`src/rtl/pcs_synchronizer.sv`:
```
// Code-group synchronization FSM for a 1000BASE-X style PCS receive path.
// Registers the incoming group, then tracks comma alignment and bad-group history.
module pcs_synchronizer #(
    parameter logic [9:0] COMMA_NEG = 10'b0011111010,
    parameter logic [9:0] COMMA_POS = 10'b1100000101
) (
    input  logic       sync_clk,
    input  logic       mr_main_reset,
    input  logic [9:0] rx_code_group,
    input  logic       existence,
    output logic [9:0] code_group,
    output logic       sync_status,
    output logic       rx_even,
    output logic [3:0] sync_state
);

    typedef enum logic [3:0] {
        StLossOfSync     = 4'd0,
        StCommaDetect1   = 4'd1,
        StAcquireSync1   = 4'd2,
        StCommaDetect2   = 4'd3,
        StAcquireSync2   = 4'd4,
        StCommaDetect3   = 4'd5,
        StSyncAcquired1  = 4'd6,
        StSyncAcquired2  = 4'd7,
        StSyncAcquired2a = 4'd8,
        StSyncAcquired3  = 4'd9,
        StSyncAcquired3a = 4'd10,
        StSyncAcquired4  = 4'd11,
        StSyncAcquired4a = 4'd12
    } state_e;

    state_e     state_q, state_d;
    logic [1:0] good_cgs_q, good_cgs_d;

    logic comma, aligned_comma, cgbad, data;
    logic next_comma_detect, next_sync_acquired;

    assign comma         = (code_group == COMMA_NEG) || (code_group == COMMA_POS);
    assign aligned_comma = comma && !rx_even;
    assign cgbad         = !existence || (comma && rx_even);
    assign data          = existence && !comma;

    always_comb begin
        state_d    = state_q;
        good_cgs_d = good_cgs_q;
        case (state_q)
            StLossOfSync:   if (comma) state_d = StCommaDetect1;
            StCommaDetect1: state_d = data ? StAcquireSync1 : StLossOfSync;
            StCommaDetect2: state_d = data ? StAcquireSync2 : StLossOfSync;
            StCommaDetect3: state_d = data ? StSyncAcquired1 : StLossOfSync;
            StAcquireSync1: begin
                if (cgbad) state_d = StLossOfSync;
                else if (aligned_comma) state_d = StCommaDetect2;
            end
            StAcquireSync2: begin
                if (cgbad) state_d = StLossOfSync;
                else if (aligned_comma) state_d = StCommaDetect3;
            end
            StSyncAcquired1: if (cgbad) state_d = StSyncAcquired2;
            StSyncAcquired2: begin
                if (cgbad) begin
                    good_cgs_d = 2'd0;
                    state_d    = StSyncAcquired3;
                end else begin
                    good_cgs_d = 2'd1;
                    state_d    = StSyncAcquired2a;
                end
            end
            StSyncAcquired3: begin
                if (cgbad) begin
                    good_cgs_d = 2'd0;
                    state_d    = StSyncAcquired4;
                end else begin
                    good_cgs_d = 2'd1;
                    state_d    = StSyncAcquired3a;
                end
            end
            StSyncAcquired4: begin
                if (cgbad) begin
                    state_d = StLossOfSync;
                end else begin
                    good_cgs_d = 2'd1;
                    state_d    = StSyncAcquired4a;
                end
            end
            StSyncAcquired2a: begin
                if (cgbad) state_d = StSyncAcquired3;
                else if (good_cgs_q == 2'd3) state_d = StSyncAcquired1;
                else good_cgs_d = good_cgs_q + 2'd1;
            end
            StSyncAcquired3a: begin
                if (cgbad) state_d = StSyncAcquired4;
                else if (good_cgs_q == 2'd3) state_d = StSyncAcquired2;
                else good_cgs_d = good_cgs_q + 2'd1;
            end
            StSyncAcquired4a: begin
                if (cgbad) state_d = StLossOfSync;
                else if (good_cgs_q == 2'd3) state_d = StSyncAcquired3;
                else good_cgs_d = good_cgs_q + 2'd1;
            end
            default: state_d = StLossOfSync;
        endcase
    end

    // rx_even and sync_status are registered from the next state so they line up with it
    assign next_comma_detect  = (state_d == StCommaDetect1) || (state_d == StCommaDetect2) ||
                                (state_d == StCommaDetect3);
    assign next_sync_acquired = (state_d == StSyncAcquired1)  || (state_d == StSyncAcquired2)  ||
                                (state_d == StSyncAcquired2a) || (state_d == StSyncAcquired3)  ||
                                (state_d == StSyncAcquired3a) || (state_d == StSyncAcquired4)  ||
                                (state_d == StSyncAcquired4a);

    always_ff @(posedge sync_clk or negedge mr_main_reset) begin
        if (!mr_main_reset) begin
            state_q     <= StLossOfSync;
            good_cgs_q  <= 2'd0;
            code_group  <= 10'd0;
            rx_even     <= 1'b0;
            sync_status <= 1'b0;
        end else begin
            state_q     <= state_d;
            good_cgs_q  <= good_cgs_d;
            code_group  <= rx_code_group;
            rx_even     <= next_comma_detect ? 1'b1 : ~rx_even;
            sync_status <= next_sync_acquired;
        end
    end

    assign sync_state = state_q;

endmodule

```
`config.mk`:
```
export PLATFORM = sky130hd
export DESIGN_NAME = pcs_synchronizer
export DESIGN_NICKNAME = d
export VERILOG_FILES = /design/src/rtl/pcs_synchronizer.sv
export SDC_FILE = /design/constraint.sdc
export NUM_CORES = 1
export LEC_CHECK = 0
export BUFFER_PORTS_ARGS = -buffer_cell sky130_fd_sc_hd__buf_2
export CAP_MARGIN = 5
export CORE_ASPECT_RATIO = 1.1
export CORE_MARGIN = 5
export CORE_UTILIZATION = 50
export CTS_BUF_LIST = sky130_fd_sc_hd__clkbuf_4 sky130_fd_sc_hd__clkbuf_8
export DETAILED_ROUTE_END_ITERATION = 8
export PLACE_DENSITY_LB_ADDON = 0.2
export SYNTH_ARGS = -nofsm -noshare
export SYNTH_HDL_FRONTEND = slang
export SYNTH_SLANG_ARGS = --single-unit
```
`constraint.sdc`:
```
create_clock -name sync_clk -period 4.8 [get_ports sync_clk]
set_input_delay 0.24 -clock sync_clk [delete_from_list [all_inputs] [get_ports sync_clk]]
set_output_delay 0.24 -clock sync_clk [all_outputs]
set_load 0.05 [all_outputs]
```
# [After elaboration in Yosys (flattened, before gate mapping)]
# Index checks and enable logic that the tools add are counted.
[word_totals] register_bits=18 inputBits=13 word_cells=81
[op_classes] n_addsub=1 n_eq_ne=28 n_mux=25 bitwise=1 reduce_logical=21
[op_table] operator="4-bit 2-to-1 mux" count=13
[op_table] operator="4-bit case mux with 13 select lines" count=1
[op_table] operator="4-bit == test (second input constant)" count=10
[op_table] operator="4-bit by 3-bit == test with 1-bit output (second input constant)" count=7
[op_table] operator="4-bit by 2-bit == test with 1-bit output (second input constant)" count=3
[op_table] operator="10-bit == test (second input constant)" count=1
[op_table] operator="10-bit by 8-bit == test with 1-bit output (second input constant)" count=1
[op_table] operator="1-bit logical OR" count=10
[op_table] operator="4-bit by 1-bit == test with 1-bit output (second input constant)" count=2
[op_table] operator="2-bit 2-to-1 mux" count=4
[op_table] operator="3-bit 2-to-1 mux" count=2
[op_table] operator="2-bit != test (second input constant)" count=3
[op_table] operator="2-bit case mux with 3 select lines" count=1
[op_table] operator="4-bit logical NOT" count=1
[op_table] operator="1-bit 2-to-1 mux" count=4
[op_table] operator="4-bit AND reduction" count=1
[op_table] operator="1-bit logical AND" count=3
[op_table] operator="1-bit logical NOT" count=3
[op_table] operator="3-bit nonzero test" count=1
[op_table] operator="3-bit OR reduction" count=1
[op_table] operator="2-bit by 1-bit adder with 2-bit output (second input constant)" count=1
[op_table] operator="2-bit == test (second input constant)" count=1
[op_table] operator="2-bit OR reduction" count=1
[op_table] operator="1-bit inverter" count=1

# [Logic depth before layout (Yosys ltp)]
# Gate-level depths: netlist of run 1.
[logic_depth] word_depth=13 depth_mapped=7 ltp_nobuf=6

# [Least setup slack after synthesis of run 1]
# No wires, ideal clock.
[synth_path] kind="register to register" start="reg code_group[9]" end="reg good_cgs_q[0]" setup_ns=0.128 t_arrival_ns=2.166 required_ns=4.672 setup_slack_ns=2.507 stages_incl_launch_ff=7 n_path_buf=0 synth_period_minus_slack_ns=2.293 cell_sequence="dfrtp_1 -> or2_0 -> or4_4 -> a31oi_4 -> o22ai_2 -> a21oi_2 -> mux2_1"
[synth_via] elab_chain_len=6 elab_cells_between_ends=10
[synth_lines] item="start: declaration" line="11" rtl="output logic [9:0] code_group,"
[synth_lines] item="start signal: assignment" line="124" rtl="code_group <= rx_code_group;"
[synth_lines] item="10-bit by 8-bit == test with 1-bit output / 10-bit == test (equally long branches)" line="39" rtl="assign comma = (code_group == COMMA_NEG) || (code_group == COMMA_POS);"
[synth_lines] item="1-bit logical OR (*)" line="39"
[synth_lines] item="1-bit logical AND (*)" line="41" rtl="assign cgbad = !existence || (comma && rx_even);"
[synth_lines] item="1-bit logical OR (*)" line="41"
[synth_lines] item="1-bit 2-to-1 mux / 2-bit != test (equally long branches)"
[synth_lines] item="2-bit case mux with 3 select lines / 4-bit AND reduction (equally long branches)"
[synth_lines] item="end signal: assignment" line="123" rtl="good_cgs_q <= good_cgs_d;"
[synth_lines] item="end: declaration" line="34" rtl="logic [1:0] good_cgs_q, good_cgs_d;"
# Mark *: on every way between the ends. The rest lies on a longest branch, timed or not.
# A chain may end at the register's enable or synchronous reset.

# [Final worst setup path of run 1]
# Ends and elaborated chain as after synthesis.

==> results of run 1 <==
worst max-delay path: cells and delay by family (launching register included):
kind | cells | cell delay [ns]
AO/OA/AOI/OAI | 3 | 0.48
AND/OR/NAND/NOR | 2 | 0.82
flip-flops | 1 | 0.39
multiplexers | 1 | 0.33
through the flow:
stage	power [uW]	worst slack (ns)	hold WS, ns
finish	458	2.66	0.0483
global route	487	2.51	0.0384
CTS	460	2.64	0.0468
detailed placement	388	2.66	0.186
global placement	385	2.74	0.180
floorplan	342	2.51	-0.0556
cell type report:
cell class / instances / share of cell area [%]
multi-input combinational: 61 / 39.7
sequential: 18 / 40.6
clock buffer: 3 / 2.03
inverter: 6 / 2.03
tap: 18 / 2.03
timing repair buffer: 29 / 13.5
kinds of logic after synthesis:
family / share of synthesized area (%)
AO/OA/AOI/OAI: 23.5
buffers and inverters: 3.65
flip-flops: 48.7
AND/OR/NAND/NOR: 20.3
adder cells (fa/ha/maj): 1.35
multiplexers: 2.44
placed cells by master (no fill, tap or decap), types with 2 or more instances in the layout:
cell	Yosys	routed
nor2_1	5	5
a21o_1	4	4
o211ai_1	2	2
o41ai_1	3	3
nand4_1	4	4
a31oi_1	2	2
o221ai_1	2	2
or3_1	2	2
dfrtp_1	18	18
inv_1	6	6
a21oi_1	3	3
and2_1	2	2
mux2_1	2	2
buf_2	0	28
clkbuf_4	0	3
nand2_1	7	7
worst paths after layout:
path	startpoint	endpoint	slack, ns	cells past startpoint
min in group asynchronous	mr_main_reset	code_group[4]	0.39	2
min	rx_code_group[5]	code_group[5]	0.05	1
max in group asynchronous	mr_main_reset	good_cgs_q[1]	4.13	2
max reg2reg	code_group[9]	good_cgs_q[0]	2.66	6
max	code_group[9]	good_cgs_q[0]	2.66	6
min reg2reg	good_cgs_q[1]	good_cgs_q[1]	0.51	1
state kept, by name (all words and copies together), names as in the netlist:
signal and flops:
good_cgs_q 2, rx_even 1, sync_status 1, code_group 10
sync_state 4
power groups by stage:
stage / Clock, uW / Sequential (uW) / Combinational (uW)
CTS: 74.6 / 206 / 180
floorplan: 0 / 248 / 94.2
finish: 73.0 / 206 / 179
detailed placement: 0 / 209 / 180
global route: 81.6 / 212 / 194
global placement: 0 / 208 / 177
metal layers:
metal | vias to the layer above | track usage (%) | share of wire [%]
met2 | 44 | 30.9 | 50
met1 | 403 | 18.9 | 41
met3 | 5 | 4.02 | 7.8
met5 | - | 0 | 0
met4 | 0 | 8.07 | 1.4
li1 | 397 | - | -
==> reports/qor.csv, run 1 <==
stage,metric,value,unit
yosys,"Cell Area, Synth",925,um2
timing,minimum clock period,2.14,ns
global_route,GRT Total Usage,17.0,%
die,Initial Utilization,51.9,%
drt,drt pass-1 iters,4,
setup_path,Crit Path Class,reg -> reg,
cts,Skew-Pair Late Insertion Delay,0.29,ns
final_layout,post-route cell area,1110,um2
pwr,Pwr per Cell Area,413,nW/um2
timing,Slew @ Worst Pin,0.458,ns
timing,Pins Over Slew Limit,0,
yosys,Yosys reg bits,18,
yosys,"EDFF count, synth",0,
final_layout,layout cells sized above 1,31.6,%
yosys,Most used DFF post-synth,dfrtp_1,
yosys,Mean Syn Cell Area,10.5,um2
cts,post-CTS setup buffer count,0,
yosys,"area leader, netlist",dfrtp_1,
die,# IOs,29,
die,Die Ht,55.1,um
cts,CTS Sinks,18,
yosys,synth warn,0,
setup_path,"Slowest-stage cell, CP",or4_4,
setup_path,worst endpoint required time,4.97,ns
outcome,status,"finished, final reports clean",
cts,hold buffer count at cts,1,
timing,Rel. slew slack,69.0,%
die,chip width,51,um
final_layout,number of antenna repair diodes,0,
global_route,number of global-route vias before repair,867,
cts,clock slew at reported path FFs,0.10,ns
place,Placer Congestion,0.946,
yosys,Post-Synthesis Cells,88,
drt,routed wire length,2070,um
place,Placed Cells,131,
timing,fmax,467,MHz
cts,CTS tree,built,
die,Die ar.,2810,um2
place,count of input and output buffers,28,
yosys,"count leader, synth",dfrtp_1,
setup_path,crit-path cells,or2_0 -> or4_4 -> a31oi_4 -> o22ai_2 -> a21oi_2 -> mux2_1,
yosys,Post-synth top cells,"dfrtp_1 (18), nand2_1 (7), inv_1 (6)",
cts,post-CTS sizing,0,
drt,Starting DRT DRC Count,24,
final_layout,post-layout util,62.2,%
pwr,Clock power frac,15.9,%
setup_path,Startpoint Class,flip-flop,
setup_path,Worst path max stage delay,0.58,ns
cts,Clock Tree Root,clkbuf_4,
pwr,Switching Fraction,43.4,%
pwr,Peak VDD IR,277,uV
global_route,largest net degree at the start of global routing,19,
final_layout,Non-Filler Instances,135,
timing,setup violators final,0,
drt,DRC,0,
global_route,Overflow after GRT,0,
cts,clock buffer depth,2,
place,area post-placement,1080,um2
die,core footprint,1780,um2
worst_hold_path,Hold WC Path Type,in -> reg,
timing,RSZ-0062 raised after global routing,no,
yosys,Synth top area share,48.7,%
setup_path,Worst setup EP type,flip-flop,
final_layout,P&R area growth vs syn,19.9,%
yosys,sequential share of the synthesized area,48.7,%
pwr,Internal,260,uW
cts,htree depth,1,
place,dpl hpwl,1590,um
yosys,Yosys cell types,38,
final_layout,fin nets,133,
yosys,asr flop ratio synth,100,%
drt,wire per inst,15.3,um
final_layout,fillcell total,161,
pwr,leakage,0.000543,uW
pwr,Psw,199,uW
timing,Clock Skew,0.00477,ns
global_route,first-pass GRT wire length,3540,um
pwr,Seq pwr share,45.0,%
drt,post-route ant nets,0,
setup_path,crit-path max FO,5,
pwr,Logic pwr share,39.1,%
die,Rows,16,
yosys,Mapped Nets,102,
final_layout,sequential cell area,450,um2
timing,"Hold Violations, Final",0,
flow_run,MaxCap Viol Count,0,
timing,Setup TNS,0,ns
yosys,Synth area leaders,"dfrtp_1 (49%), a21o_1 (3.2%), nand2_1 (2.8%)",
cts,number of CTS-inserted buffers,3,
global_route,initial antenna violation count,0,
setup_path,CP arrival,2.32,ns
timing,period utilization,44.6,%
final_layout,area of the multi-input gates,440,um2
drt,drt via density,6.29,
drt,vias,849,
No activity file was read; power rests on OpenSTA's default activity.
==> run 2, diff against run 1 <==
--- a/config.mk
+++ b/config.mk
@@ -5,6 +5,7 @@
 export SDC_FILE = /design/constraint.sdc
 export NUM_CORES = 1
 export LEC_CHECK = 0
+export ABC_AREA = 1
 export BUFFER_PORTS_ARGS = -buffer_cell sky130_fd_sc_hd__buf_2
 export CAP_MARGIN = 5
 export CORE_ASPECT_RATIO = 1.1
==> constraint.sdc (replaced) <==
create_clock -name sync_clk -period 2.18 [get_ports sync_clk]
set_input_delay 0.109 -clock sync_clk [delete_from_list [all_inputs] [get_ports sync_clk]]
set_output_delay 0.109 -clock sync_clk [all_outputs]
set_load 0.05 [all_outputs]
==> run 2 against run 1 <==
  * Non-clock buffer count up 10
  * Final area up 19%
  * Global-route usage up 1.4 points
  * Fmax up 38%
  * Die area is 7.4% higher
  * Combinational power is 51% higher
  * First-iteration DRC count up 29%
  * Worst setup slack lost 2.0 ns
  * Worst hold slack improved by 0.16 ns
  * Cell count increased by 53%
  * Count of clock-buffer cells in the layout did not move
  * Critical endpoint is now good_cgs_q[1]
  * Largest cell class is now multi-input gates
  * Highest routed layer unchanged
==> reports/qor.csv, run 2 <==
stage,metric,value,unit,change
global_route,met3 Use GR,4.96,%,was 4.02%
cts,number of CTS-inserted buffers,3,,unchanged
place,Placer Congestion,0.904,,was 0.946
timing,Worst Slack Setup Final,0.633,ns,was 2.66 ns
timing,minimum clock period,1.55,ns,was 2.14 ns
global_route,met1 Use GR,24.6,%,was 18.9%
global_route,number of global-route vias before repair,989,,was 867
final_layout,fillcell total,189,,was 161
timing,"Hold Violations, Final",0,,unchanged
yosys,"count leader, synth",nand2_1,,was dfrtp_1
global_route,first-pass GRT wire length,4320,um,was 3540 um
timing,RSZ-0062 raised after global routing,no,,unchanged
timing,period utilization,71.0,%,was 44.6%
worst_hold_path,Hold WC Path Type,in -> reg,,unchanged
place,dpl hpwl,1890,um,was 1590 um
setup_path,worst endpoint required time,2.36,ns,was 4.97 ns
yosys,synth warn,0,,unchanged
drt,wire per inst,11.4,um,was 15.3 um
place,pre-CTS setup slack,0.651,ns,was 2.66 ns
setup_path,r2r endpoint,good_cgs_q[1],,was good_cgs_q[0]
global_route,GRT Total Usage,18.3,%,was 17.0%
yosys,Synth top area share,44.6,%,was 48.7%
yosys,Post-Synthesis Cells,136,,was 88
timing,Rel. slew slack,73.8,%,was 69.0%
global_route,busiest layer in global routing,met2,,unchanged
final_layout,Top reg by flops,code_group,,unchanged
drt,drt via density,4.86,,was 6.29
setup_path,Crit Path Class,reg -> reg,,unchanged
setup_path,R2R setup slack,0.63,ns,was 2.66 ns
worst_hold_path,HP Start,existence,,was rx_code_group[5]
outcome,status,"finished, final reports clean",,unchanged
final_layout,layout cells sized above 1,24.7,%,was 31.6%
cts,CTS Sinks,18,,unchanged
yosys,Yosys reg bits,18,,unchanged
global_route,largest net degree at the start of global routing,19,,unchanged
yosys,"area leader, netlist",dfrtp_1,,unchanged
yosys,Synth area leaders,"dfrtp_1 (45%), nand2_1 (13%), inv_1 (8.6%)",,"was dfrtp_1 (49%), a21o_1 (3.2%), nand2_1 (2.8%)"
final_layout,number of antenna repair diodes,0,,unchanged
timing,fmax,646,MHz,was 467 MHz
cts,htree depth,1,,unchanged
cts,Clock Tree Root,clkbuf_4,,unchanged
global_route,initial antenna violation count,0,,unchanged
yosys,asr flop ratio synth,100,%,unchanged
drt,drt pass-1 iters,4,,unchanged
yosys,"EDFF count, synth",0,,unchanged
yosys,Most used DFF post-synth,dfrtp_1,,unchanged
final_layout,P&R area growth vs syn,30.5,%,was 19.9%
yosys,Yosys cell types,21,,was 38
timing,setup violators final,0,,unchanged
global_route,met2 Track Usage GR,30.9,%,about the same
yosys,Mean Syn Cell Area,7.42,um2,was 10.5 um2
worst_hold_path,hold path endpoint,sync_state[2],,was code_group[5]
die,Die ar.,3020,um2,was 2810 um2
cts,CTS tree,built,,unchanged
final_layout,most frequent cells in the layout,"nand2_1 (35), buf_2 (28), inv_1 (23)",,"was buf_2 (28), dfrtp_1 (18), nand2_1 (7)"
timing,worst hold margin,0.208,ns,was 0.0483 ns
drt,Starting DRT DRC Count,31,,was 24
global_route,Overflow after GRT,0,,unchanged
worst_hold_path,hold depth,3,,was 1
yosys,Post-synth top cells,"nand2_1 (35), inv_1 (23), nor2_1 (20)",,"was dfrtp_1 (18), nand2_1 (7), inv_1 (6)"
timing,Slew @ Worst Pin,0.393,ns,was 0.458 ns
cts,clock buffer depth,2,,unchanged
pwr,leakage,0.000736,uW,was 0.000543 uW
die,core footprint,1980,um2,was 1780 um2
final_layout,fin nets,194,,was 133
cts,clock slew at reported path FFs,0.09,ns,was 0.10 ns
flow_run,MaxCap Viol Count,0,,unchanged
yosys,Mapped Nets,150,,was 102
die,Initial Utilization,51.0,%,was 51.9%
timing,Clock Skew,0.00397,ns,was 0.00477 ns
final_layout,max reg flops,10,,unchanged
die,chip width,52.8,um,was 51 um
setup_path,worst reg2reg path depth,10,,was 6
final_layout,"most common cell after layout, fill and taps aside",nand2_1,,was buf_2
setup_path,Worst setup EP type,flip-flop,,unchanged
die,Die Ht,57.1,um,was 55.1 um
cts,post-CTS sizing,0,,unchanged
timing,Pins Over Slew Limit,0,,unchanged
yosys,sequential share of the synthesized area,44.6,%,was 48.7%
drt,post-route ant nets,0,,unchanged
setup_path,CP arrival,1.73,ns,was 2.32 ns
pwr,Pwr per Cell Area,633,nW/um2,was 413 nW/um2
timing,Setup TNS,0,ns,unchanged
die,# IOs,29,,unchanged
drt,DRC,0,,unchanged
setup_path,crit-path max FO,4,,was 5
setup_path,Startpoint Class,flip-flop,,unchanged
drt,routed wire length,2350,um,was 2070 um
die,Rows,17,,was 16
yosys,"Cell Area, Synth",1010,um2,was 925 um2
pwr,Peak VDD IR,572,uV,was 277 uV
drt,vias,1001,,was 849
cts,Skew-Pair Late Insertion Delay,0.28,ns,was 0.29 ns
place,count of input and output buffers,28,,unchanged
setup_path,r2r startpoint,sync_state[0],,was code_group[9]
==> run 2: cell count changes after synthesis, moves of 3 or more <==
cell,change
nor2_2,+3
nand2_1,+28
nor2_1,+15
nand3b_1,+3
clkbuf_1,-3
a21o_1,-4
inv_1,+17
o41ai_1,-3
o21ai_0,+3
nand3_1,+8
nand4_1,-3
==> run 2: cells by family (layout without fill, tap and decap cells) <==
| logic type | count (synthesis) | after routing | synth area share, % |
|---|---|---|---|
| flops | 18 | 18 | 44.6 |
| buf+inv | 25 | 67 | 9.29 |
| fa+ha+maj | 1 | 1 | 1.24 |
| simple gates | 77 | 77 | 35.1 |
| compound gates | 15 | 15 | 9.79 |
==> run 2: per-stage QoR <==
stage	utilization, %	instance area [um2]	instances	power (uW)
after floorplan	-	1010	136	598
after global placement	59.9	1180	192	670
after detailed placement	59.9	1180	192	673
after CTS	66.6	1320	206	845
after global routing	66.6	1320	206	890
final	66.6	1320	206	834
==> run 2: area by class of cell <==
| type | instances | area [um2] | area share (%) |
|---|---|---|---|
| clock buffers | 3 | 22.5 | 1.71 |
| inverters | 25 | 93.8 | 7.12 |
| well taps | 28 | 35.0 | 2.66 |
| flip-flops and latches | 18 | 450 | 34.2 |
| repair buffers | 39 | 250 | 19.0 |
| multi-input cells | 93 | 465 | 35.3 |
==> run 2: worst max-delay path by stage <==
| stage | from | end | slack, ns | depth (start not counted) |
|---|---|---|---|---|
| final | sync_state[0] | good_cgs_q[1] | 0.63 | 10 |
| after global routing | code_group[3] | good_cgs_q[1] | 0.39 | 11 |
| after CTS | sync_state[0] | good_cgs_q[1] | 0.63 | 10 |
| after detailed placement | sync_state[0] | good_cgs_q[1] | 0.65 | 10 |
| after global placement | sync_state[0] | good_cgs_q[1] | 0.69 | 10 |
| after floorplan | sync_state[0] | good_cgs_q[1] | 0.48 | 9 |
==> run 2: timing repair <==
| action | in CTS | in global routing |
|---|---|---|
| hold buffers | 11 | 0 |
| endpoints found under the setup margin | 0 | 0 |
| hold endpoints to repair | 28 | 0 |
| setup buffers | 0 | 0 |
==> run 2: worst max-delay path: stages, from the launching register on <==
cell     delay [ns]
dfrtp_1        0.42
nor2_2         0.18
nand3_1        0.19
nand2_4        0.13
inv_2          0.04
o21ai_2        0.06
nor2_2         0.05
a21oi_2        0.14
nand2_2        0.09
nand2_1        0.08
o21ai_2        0.05
==> run 2: where the power goes <==
group          total [uW]  internal, uW  switching (uW)
sequential            409           374            35.0
combinational         270          78.3             192
clock                 154          64.2            90.3
total                 834           517             317
==> run 2: metal layers <==
layer  share of wire (%)  vias up
met5                   0        -
met4                0.26        0
met3                 5.4        2
met2                  51       27
met1                  44      460
li1                    -      512
